--- src/rtl/serial_dump_pkg.sv ---
// serial_dump_pkg: command codes, FSM encodings and dump mode shared by the serial dumper
package serial_dump_pkg;
    localparam logic [7:0] CMD_READ  = 8'h72;
    localparam logic [7:0] CMD_PACK  = 8'h70;
    localparam logic [7:0] CMD_ABORT = 8'h78;
    localparam logic [3:0] ST_IDLE = 4'd0;
    localparam logic [3:0] ST_POP  = 4'd1;
    localparam logic [3:0] ST_DEC  = 4'd2;
    localparam logic [3:0] ST_HDR  = 4'd3;
    localparam logic [3:0] ST_RD   = 4'd4;
    localparam logic [3:0] ST_MEMW = 4'd5;
    localparam logic [3:0] ST_SEND = 4'd6;
    localparam logic [3:0] ST_WTX  = 4'd7;
    localparam logic [3:0] ST_NXT  = 4'd8;
    localparam logic [3:0] ST_POPA = 4'd9;
    localparam logic [3:0] ST_ADEC = 4'd10;
    localparam logic [1:0] TX_IDLE = 2'd0;
    localparam logic [1:0] TX_WBH  = 2'd1;
    localparam logic [1:0] TX_WBL  = 2'd2;
    typedef enum logic {MODE_UNPACKED, MODE_PACKED} mode_t;
endpackage

--- src/rtl/serial_dump_if.sv ---
// serial_dump_if: RX FIFO, TX and pixel memory signals of the serial dumper
interface serial_dump_if #(parameter int PIX_W = 4, parameter int ADDR_W = 13);
    logic              rx_valid;
    logic [7:0]        rx_data;
    logic              rx_fifo_read;
    logic              tx_busy;
    logic              tx_start;
    logic [7:0]        tx_data;
    logic [ADDR_W-1:0] pix_rd_addr;
    logic              pix_rd_en;
    logic [PIX_W-1:0]  pix_rd_data;
    modport master (
        input  rx_valid, rx_data, tx_busy, pix_rd_data,
        output rx_fifo_read, tx_start, tx_data, pix_rd_addr, pix_rd_en
    );
    modport slave (
        output rx_valid, rx_data, tx_busy, pix_rd_data,
        input  rx_fifo_read, tx_start, tx_data, pix_rd_addr, pix_rd_en
    );
endinterface

--- src/rtl/tx_byte_sender.sv ---
// tx_byte_sender: start strobe plus busy-rise/busy-fall handshake with a rise timeout
module tx_byte_sender #(parameter int TX_WAIT = 15) (
    input  logic clk,
    input  logic reset,
    input  logic req,
    input  logic tx_busy,
    output logic tx_start,
    output logic done
);
    import serial_dump_pkg::*;
    localparam int CW = $clog2(TX_WAIT + 2);
    logic [1:0]    phase;
    logic [CW-1:0] cnt;
    logic          timeout;
    assign timeout  = cnt == CW'(TX_WAIT);
    assign tx_start = req && phase == TX_IDLE;
    // busy rising on the timeout cycle wins: WBH only finishes on timeout when busy is still low
    assign done     = !tx_busy && ((phase == TX_WBH && timeout) || phase == TX_WBL);
    always_ff @(posedge clk or negedge reset)
        if (!reset) begin
            phase <= TX_IDLE;
            cnt   <= '0;
        end else if (tx_start) begin
            phase <= TX_WBH;
            cnt   <= '0;
        end else if (phase == TX_WBH) begin
            phase <= tx_busy ? TX_WBL : (timeout ? TX_IDLE : TX_WBH);
            cnt   <= cnt + 1'b1;
        end else if (done)
            phase <= TX_IDLE;
endmodule

--- src/rtl/serial_dump_ctrl.sv ---
// serial_dump_ctrl: command-driven pixel memory dumper from the UART RX FIFO to the UART TX
module serial_dump_ctrl #(
    parameter int         PIX_W    = 4,
    parameter int         ADDR_W   = 13,
    parameter int         DEPTH    = 8192,
    parameter int         MEM_LAT  = 1,
    parameter logic [7:0] HDR_BYTE = 8'hA5,
    parameter int         TX_WAIT  = 15
) (
    input  logic          clk,
    input  logic          reset,
    serial_dump_if.master bus,
    output logic          busy,
    output logic          cmd_error,
    output logic [7:0]    last_cmd
);
    import serial_dump_pkg::*;
    localparam logic [ADDR_W-1:0] LAST = ADDR_W'(DEPTH - 1);
    logic [3:0]        state;
    logic [ADDR_W-1:0] addr;
    logic [1:0]        wcnt;
    mode_t             mode;
    logic              half, hdr, req, done, last;
    logic [7:0]        pix8;
    assign pix8             = 8'(bus.pix_rd_data);
    assign last             = addr == LAST;
    assign req              = state == ST_SEND;
    assign bus.rx_fifo_read = state == ST_POP || state == ST_POPA;
    assign bus.pix_rd_en    = state == ST_RD;
    assign bus.pix_rd_addr  = addr;
    assign busy             = !(state == ST_IDLE || state == ST_POP || state == ST_DEC);
    tx_byte_sender #(.TX_WAIT(TX_WAIT)) u_tx (
        .clk(clk),
        .reset(reset),
        .req(req),
        .tx_busy(bus.tx_busy),
        .tx_start(bus.tx_start),
        .done(done)
    );
    always_ff @(posedge clk or negedge reset)
        if (!reset) begin
            state       <= ST_IDLE;
            addr        <= '0;
            wcnt        <= '0;
            mode        <= MODE_UNPACKED;
            half        <= 1'b0;
            hdr         <= 1'b0;
            cmd_error   <= 1'b0;
            last_cmd    <= '0;
            bus.tx_data <= '0;
        end else begin
            cmd_error <= 1'b0;
            case (state)
                ST_IDLE: if (bus.rx_valid) state <= ST_POP;
                ST_POP:  state <= ST_DEC;
                ST_DEC:
                    if (bus.rx_data == CMD_READ || (bus.rx_data == CMD_PACK && PIX_W <= 4)) begin
                        mode     <= bus.rx_data == CMD_PACK ? MODE_PACKED : MODE_UNPACKED;
                        last_cmd <= bus.rx_data;
                        addr     <= '0;
                        half     <= 1'b0;
                        state    <= ST_HDR;
                    end else begin
                        cmd_error <= bus.rx_data != CMD_ABORT;
                        state     <= ST_IDLE;
                    end
                ST_HDR: begin
                    bus.tx_data <= HDR_BYTE;
                    hdr         <= 1'b1;
                    state       <= ST_SEND;
                end
                ST_RD: begin
                    wcnt  <= '0;
                    state <= ST_MEMW;
                end
                ST_MEMW:
                    if (wcnt != 2'(MEM_LAT - 1))
                        wcnt <= wcnt + 1'b1;
                    else if (mode == MODE_PACKED && !half) begin
                        bus.tx_data <= {4'h0, pix8[3:0]};
                        if (last)
                            state <= ST_SEND;
                        else begin
                            half  <= 1'b1;
                            addr  <= addr + 1'b1;
                            state <= ST_RD;
                        end
                    end else begin
                        bus.tx_data <= half ? {pix8[3:0], bus.tx_data[3:0]} : pix8;
                        half        <= 1'b0;
                        state       <= ST_SEND;
                    end
                ST_SEND: state <= ST_WTX;
                ST_WTX:
                    if (done) begin
                        hdr   <= 1'b0;
                        state <= hdr ? ST_RD : ST_NXT;
                    end
                ST_NXT:
                    if (last) begin
                        addr  <= '0;
                        state <= ST_IDLE;
                    end else if (bus.rx_valid)
                        state <= ST_POPA;
                    else begin
                        addr  <= addr + 1'b1;
                        state <= ST_RD;
                    end
                ST_POPA: state <= ST_ADEC;
                // a mid-dump byte other than abort is flagged and dropped; the dump resumes
                ST_ADEC:
                    if (bus.rx_data == CMD_ABORT) begin
                        addr  <= '0;
                        state <= ST_IDLE;
                    end else begin
                        cmd_error <= 1'b1;
                        addr      <= addr + 1'b1;
                        state     <= ST_RD;
                    end
                default: state <= ST_IDLE;
            endcase
        end
endmodule

--- src/flat_wrapper.sv ---
// flat-port wrapper written by rule: the top's interface ports become plain ports
module serial_dump_ctrl_flat import serial_dump_pkg::*;
#(
    parameter int         PIX_W    = 4,
    parameter int         ADDR_W   = 13,
    parameter int         DEPTH    = 8192,
    parameter int         MEM_LAT  = 1,
    parameter logic [7:0] HDR_BYTE = 8'hA5,
    parameter int         TX_WAIT  = 15
)
  (clk, reset, busy, cmd_error, last_cmd, bus_rx_valid, bus_rx_data, bus_tx_busy, bus_pix_rd_data, bus_rx_fifo_read, bus_tx_start, bus_tx_data, bus_pix_rd_addr, bus_pix_rd_en);
  serial_dump_if #(.PIX_W(PIX_W), .ADDR_W(ADDR_W)) bus_i ();
  input  logic clk;
  input  logic reset;
  output logic busy;
  output logic cmd_error;
  output logic [7:0] last_cmd;
  input wire logic [$bits(bus_i.rx_valid)-1:0] bus_rx_valid;
  input wire logic [$bits(bus_i.rx_data)-1:0] bus_rx_data;
  input wire logic [$bits(bus_i.tx_busy)-1:0] bus_tx_busy;
  input wire logic [$bits(bus_i.pix_rd_data)-1:0] bus_pix_rd_data;
  output wire logic [$bits(bus_i.rx_fifo_read)-1:0] bus_rx_fifo_read;
  output wire logic [$bits(bus_i.tx_start)-1:0] bus_tx_start;
  output wire logic [$bits(bus_i.tx_data)-1:0] bus_tx_data;
  output wire logic [$bits(bus_i.pix_rd_addr)-1:0] bus_pix_rd_addr;
  output wire logic [$bits(bus_i.pix_rd_en)-1:0] bus_pix_rd_en;
  assign bus_i.rx_valid = bus_rx_valid;
  assign bus_i.rx_data = bus_rx_data;
  assign bus_i.tx_busy = bus_tx_busy;
  assign bus_i.pix_rd_data = bus_pix_rd_data;
  assign bus_rx_fifo_read = bus_i.rx_fifo_read;
  assign bus_tx_start = bus_i.tx_start;
  assign bus_tx_data = bus_i.tx_data;
  assign bus_pix_rd_addr = bus_i.pix_rd_addr;
  assign bus_pix_rd_en = bus_i.pix_rd_en;
  serial_dump_ctrl #(.PIX_W(PIX_W), .ADDR_W(ADDR_W), .DEPTH(DEPTH), .MEM_LAT(MEM_LAT), .HDR_BYTE(HDR_BYTE), .TX_WAIT(TX_WAIT)) u_core (.clk(clk), .reset(reset), .bus(bus_i), .busy(busy), .cmd_error(cmd_error), .last_cmd(last_cmd));
endmodule
--- config.mk ---
export PLATFORM = sky130hd
export DESIGN_NAME = serial_dump_ctrl_flat
export DESIGN_NICKNAME = d
export VERILOG_FILES = /design/src/rtl/serial_dump_pkg.sv /design/src/rtl/serial_dump_if.sv /design/src/rtl/tx_byte_sender.sv /design/src/rtl/serial_dump_ctrl.sv /design/src/flat_wrapper.sv
export SDC_FILE = /design/constraint.sdc
export NUM_CORES = 1
export LEC_CHECK = 0
export CORE_ASPECT_RATIO = 1.25
export CORE_MARGIN = 2
export CORE_UTILIZATION = 25
export DETAILED_ROUTE_END_ITERATION = 16
export PLACE_DENSITY = 0.46
export REMOVE_ABC_BUFFERS = 1
export SLEW_MARGIN = 30
export SYNTH_ARGS = -nofsm -noshare
export SYNTH_HDL_FRONTEND = slang
export SYNTH_SLANG_ARGS = --single-unit
--- constraint.sdc ---
create_clock -name clk -period 2.8 [get_ports clk]
set_input_delay 0.42 -clock clk [delete_from_list [all_inputs] [get_ports clk]]
set_output_delay 0.42 -clock clk [all_outputs]
set_load 0.1 [all_outputs]
Word-level counts from Yosys, hierarchy flattened --
Cells that the tools add are included.
Operators by class: reduce and logical (&&, ||, !) cells 30, mux-type cells 43, equal/unequal tests 28, $add $sub $neg 3
Operators by type and width (number):
- $mux W13 | 7
- $pmux W13 S4 | 1
- $pmux W4 S11 | 1
- $eq A8 B7 Y1 const B | 3
- $mux W4 | 6
- $mux W8 | 3
- $eq A4 B3 Y1 const B | 4
- $mux W2 | 8
- $pmux W8 S2 | 1
- $add A13 B1 Y13 const B | 1
- $eq A13 B13 Y1 const B | 1
- $eq A4 B4 Y1 const B | 3
- $reduce_bool A2 Y1 | 6
- $mux W5 | 2
- $mux W1 | 9
- $eq A4 B2 Y1 const B | 2
- $ne A2 B2 Y1 const B | 4
- $ne A8 B7 Y1 const B | 1
- $reduce_and A2 Y1 | 4
- $ne A2 B1 Y1 const B | 3
- $ne A3 B3 Y1 const B | 2
- $pmux W1 S2 | 3
- $reduce_and A3 Y1 | 2
- $reduce_and A6 Y1 | 1
- 17 further kinds | 26
Word-level totals: bits in registers 46

Depth between registers and ports, before layout --
word-level depth 7, depth in mapped cells 8, mapped depth without buffers 8

Modules after synthesis --
Synthesis repeated with hierarchy kept, for this count alone.
Unflattened totals: cell total of the unflattened synthesis 261, area, all modules 2532.4 um^2
Modules (own cells, without submodules):
- serial_dump_ctrl | cells each 226, instances 1, area an instance 2173.3 um^2
- tx_byte_sender | cells each 35, instances 1, area an instance 359.1 um^2

Least setup slack after synthesis --
Ideal clock, no wire load.
kind register to register, from register u_core.state[3], to register u_core.u_tx.cnt[2], cell stages (with the launch flop) 7, arrival time 4.407 ns, required time 2.668 ns, setup slack -1.739 ns, setup time 0.132 ns, path buffers 1, path through dfrtp_1 nand2b_1 buf_1 nor4_1 nor2_1 o21ai_0 o21ai_0
Between the ends: longest elaborated chain between the ends 3, elaborated cells on any way between the ends 4
RTL lines:
- start, declared | RTL line serial_dump_ctrl.sv:19 | logic [3:0] state;
- start signal, assigned | RTL line serial_dump_ctrl.sv:97 | state <= hdr ? ST_RD : ST_NXT;
- $eq A4 B3 Y1 * | RTL line serial_dump_ctrl.sv:27 | assign req = state == ST_SEND;
- $logic_and A1 B1 Y1 * | RTL line tx_byte_sender.sv:16 | assign tx_start = req && phase == TX_IDLE;
- named net bus_tx_start | RTL line flat_wrapper.sv:23 | output wire logic [$bits(bus_i.tx_start)-1:0] bus_tx_start;
- $mux W5 / $reduce_bool A2 Y1 (equally long branches)
- end signal, assigned | RTL line tx_byte_sender.sv:28 | cnt <= cnt + 1'b1;
- end, declared | RTL line tx_byte_sender.sv:13 | logic [CW-1:0] cnt;
Mark *: on every way through the listed nets, which the timed path passes. The rest lies on a longest branch. A chain may end at the register's enable or synchronous reset.

Final worst setup path --
from register u_core.addr[0], in the netlist u_core.bus.pix_rd_addr[0], to register u_core.addr[2], in the netlist u_core.bus.pix_rd_addr[2]
Between the ends: longest elaborated chain between the ends 5, elaborated cells on any way between the ends 12
RTL lines:
- start, declared | RTL line serial_dump_ctrl.sv:20 | logic [ADDR_W-1:0] addr;
- start signal, assigned | RTL line serial_dump_ctrl.sv:85 | addr <= addr + 1'b1;
- start signal, assigned | RTL line serial_dump_ctrl.sv:106 | addr <= addr + 1'b1;
- start signal, assigned | RTL line serial_dump_ctrl.sv:117 | addr <= addr + 1'b1;
- $add A13 B1 Y13 | RTL line serial_dump_ctrl.sv:85, serial_dump_ctrl.sv:106, serial_dump_ctrl.sv:117
- $mux W13 | RTL line serial_dump_ctrl.sv:81 | if (last)
- $mux W13 | RTL line serial_dump_ctrl.sv:79 | else if (mode == MODE_PACKED && !half) begin
- $mux W13 | RTL line serial_dump_ctrl.sv:77 | if (wcnt != 2'(MEM_LAT - 1))
- $pmux W13 S4 | RTL line serial_dump_ctrl.sv:53 | case (state)
Parallel ways exist; a longest one is shown, timed or not. The select of a mux whose other input is x is not followed.

==> run_results.csv <==
group,metric,value,unit
cts,numCtsBuffers,5,
power_and_ir_drop,intPower,0.00162,W
global_route,grt_antenna_before_repair,0,
routing,ant_nets,0,
flow_run,cap_violations,0,
cells_and_area,fin_util,32.9,%
die,rows,41,
die,fp.dieH,117,microns
synth,synth_top_cell_area_share,44.8,%
synth,syn_area_per_cell,9.07,sq um
worst_setup_path,timing.rr.end,"u_core.bus.pix_rd_addr[2]",
worst_setup_path,critPathKind,"register to register",
power_and_ir_drop,cellPowerDensity,1010,nW/um^2
worst_setup_path,crit_fanout,7,
routing,post_drt_wl_per_cell,13.9,microns
synth,yosys_register_bits,46,
worst_setup_path,reg2reg_depth,7,
cts,cts_root_buffer,"clkbuf_16",
sta,fin_ws,0.252,ns
cts,htree_levels,2,
synth,muxShareOfSynthArea,0.828,%
cts,hold_buffers,0,
worst_setup_path,path_cells,"ha_1, nand3_2, or4_4, a211o_1, buf_4, a211oi_1, o22ai_1",
synth,synth_area,2570,sq um
die,io_pins,50,
routing,totalWireLength,6520,microns
placed_design,hpwl,4870,microns
sta,period_needed,2.55,ns
placed_design,gp_congestion,0.784,
synth,synth_seq_area_share,44.8,%
outcome,outcome,"finished clean",
global_route,grt_max_degree,17,
worst_setup_path,r2r_setup_slack,0.25,ns
routing,drt_iter0_markers,83,
die,core_area,10100,sq um
global_route,grt_overflow,0,
worst_setup_path,crit_arrival,2.71,ns
die,dieArea,11100,sq um
cells_and_area,area_delta_synth_final,28.8,%
cts,path_clk_slew,0.07,ns
worst_setup_path,cpLargestDelayFamily,"simple AND/OR/NAND/NOR gates",
worst_setup_path,crit_path_top_delay_cell,"or4_4",
synth,synth_fa_ha_area_share,2.34,%
sta,setup_viol,0,
worst_setup_path,crit_buf_inv,1,
power_and_ir_drop,pwr-share-seq,27.5,%
synth,synthTopCellsByArea,"dfrtp_1 (45%), o21ai_0 (5.8%), nand2_1 (4.1%)",
cts,clk_latency,0.29,ns
cts,cts_tree,"done",
synth,synthArstFlopShare,100,%
global_route,grtUsageTotal,12.5,%
power_and_ir_drop,ir_drop,0.000440,V
cts,postCtsSetupBuffers,0,
synth,yosys_warnings,0,
synth,synth_top_family_by_area,"simple AND/OR/NAND/NOR gates",
cts,cts.repair.resized,0,
synth,synth_compound_area_share,21.5,%
power_and_ir_drop,p_leak,1.42,nW
cts,clock-sinks,46,
worst_setup_path,regToRegStartpoint,"u_core.bus.pix_rd_addr[0]",
sta,slew_violations,0,
sta,timing.fmax,0.393,GHz
synth,synth_cell_types,51,
global_route,grt_pass1_wl,11300,microns
min_path,hp-class,"input pin to async pin",
synth,synth_edf_count,0,
worst_setup_path,cp-start-kind,"register",
synth,synth_largest_area_cell,"dfrtp_1",
sta,hold_viol,0,
cells_and_area,nFillCells,1087,
die,die_width,94.6,microns
die,start_util,25.5,%
routing,route.vias.total,2288,
sta,slew_headroom,65.5,%
global_route,first_global_vias,2293,
worst_setup_path,crit_required,2.96,ns
synth,postSynthCellCount,283,
sta,clock_skew,0.00285,ns
synth,ys.flop_type,"dfrtp_1",
placed_design,dp_slack,0.248,ns
sta,worst_pin_slew,0.514,ns
power_and_ir_drop,power_switching,0.00172,W
power_and_ir_drop,clkPwrFrac,17.6,%
routing,first_pass_iters,4,
cells_and_area,drive_above_1_share,19.9,%
cells_and_area,final_nets,360,
sta,grt_setup_unrepaired,"false",
power_and_ir_drop,power.total,0.00334,W
placed_design,port_buffers,49,
cells_and_area,antenna_cells,0,
power_and_ir_drop,power_switching_share,51.5,%
synth,yosys.area_share.simple,24.5,%
worst_setup_path,max_stage_delay,0.58,ns
synth,synthXorXnorAreaFrac,0,%
worst_setup_path,end_kind,"register",
routing,vias_per_cell,4.87,
cts,clock_path_buffers,2,
sta,fin_crit_sh,91.0,%
power_and_ir_drop,combinationalPowerShare,54.8,%
routing,drc,0,
## logic make-up after synthesis
family	after synthesis
muxes	2
and+or+nand+nor	117
DFF	46
adders and majority gates	5
AOI/OAI and AO/OA	81
buffers and inverters	32
## cells in the mapped netlist, drive strengths merged (4+ instances only)
| library cell | instances |
|---|---|
| a211oi | 9 |
| a21oi | 6 |
| and2 | 5 |
| buf | 5 |
| clkbuf | 7 |
| dfrtp | 46 |
| ha | 4 |
| inv | 20 |
| nand2 | 28 |
| nand2b | 11 |
| nand3 | 15 |
| nand4 | 8 |
| nor2 | 18 |
| nor3 | 11 |
| o21ai | 32 |
| o22ai | 10 |
## cell type report
| class | count | area (sq um) | area share [%] |
|---|---|---|---|
| clock buffers | 5 | 125 | 3.78 |
| clock inverters | 3 | 21.3 | 0.643 |
| inverters | 20 | 75.1 | 2.27 |
| multi-input cells | 205 | 1260 | 38.2 |
| flip-flops and latches | 46 | 1150 | 34.8 |
| well taps | 129 | 161 | 4.88 |
| repair buffers | 62 | 510 | 15.4 |
## placed cells by master, fill, tap and decap left out, drive strengths merged, types with 3 or more instances in the layout
cell type / n
dfrtp: 46
o211ai: 3
nor3: 11
a31oi: 3
nor2: 18
a21oi: 6
a211oi: 9
o21ai: 32
a211o: 3
inv: 20
and2: 5
nand4: 8
clkdlybuf4s50: 14
nand3: 15
clkbuf: 5
o22ai: 10
buf: 48
nand2: 28
ha: 4
nand3b: 3
nand2b: 11
o32ai: 3
nor4b: 3
## flip-flops by register name, indices dropped and copies added, names as in the netlist
signal / count
u_core.bus.pix_rd_addr: 13
u_core.bus.tx_data: 8
u_core.last_cmd: 8
u_core.u_tx.cnt: 5
u_core.state: 4
u_core.u_tx.phase: 2
u_core.wcnt: 2
u_core.cmd_error: 1
u_core.half: 1
u_core.hdr: 1
u_core.mode: 1
## power by group through the flow
stage	clock, W	sequential [W]	combinational [W]
after global placement	0	0.000930	0.00184
after global routing	0.000636	0.000949	0.00199
after floorplan	0	0.00144	0.000819
after detailed placement	0	0.000934	0.00185
after CTS	0.000617	0.000922	0.00185
final	0.000590	0.000921	0.00183
## through the flow
| stage | instances | hold WS (ns) | setup TNS, ns | instance area [sq um] |
|---|---|---|---|---|
| after floorplan | 271 | 0.124 | -13.85 | 2490 |
| after global placement | 462 | 0.358 | 0 | 3160 |
| after detailed placement | 462 | 0.364 | 0 | 3160 |
| after CTS | 470 | 0.0511 | 0 | 3310 |
| after global routing | 470 | 0.0665 | 0 | 3310 |
| final | 470 | 0.0319 | 0 | 3310 |
## layer usage
metal	GRT usage [%]	wire length (microns)	vias to the layer above
met1	16.3	2920	1083
li1	-	-	1153
met2	20.3	3190	41
met3	2.57	274	11
met4	4.53	127	0
met5	0	0	-
## worst max-delay path by stage
stage	startpoint	endpoint	depth (start not counted)
finish	u_core.bus.pix_rd_addr[0]	u_core.bus.pix_rd_addr[2]	7
floorplan	u_core.state[3]	u_core.u_tx.cnt[2]	5
CTS	u_core.bus.pix_rd_addr[0]	u_core.bus.pix_rd_addr[2]	7
global placement	u_core.bus.pix_rd_addr[0]	u_core.bus.pix_rd_addr[2]	7
global route	u_core.bus.pix_rd_addr[0]	u_core.bus.pix_rd_addr[3]	7
detailed placement	u_core.bus.pix_rd_addr[0]	u_core.bus.pix_rd_addr[2]	7
Note: power is estimated with default switching activity, not from simulation.
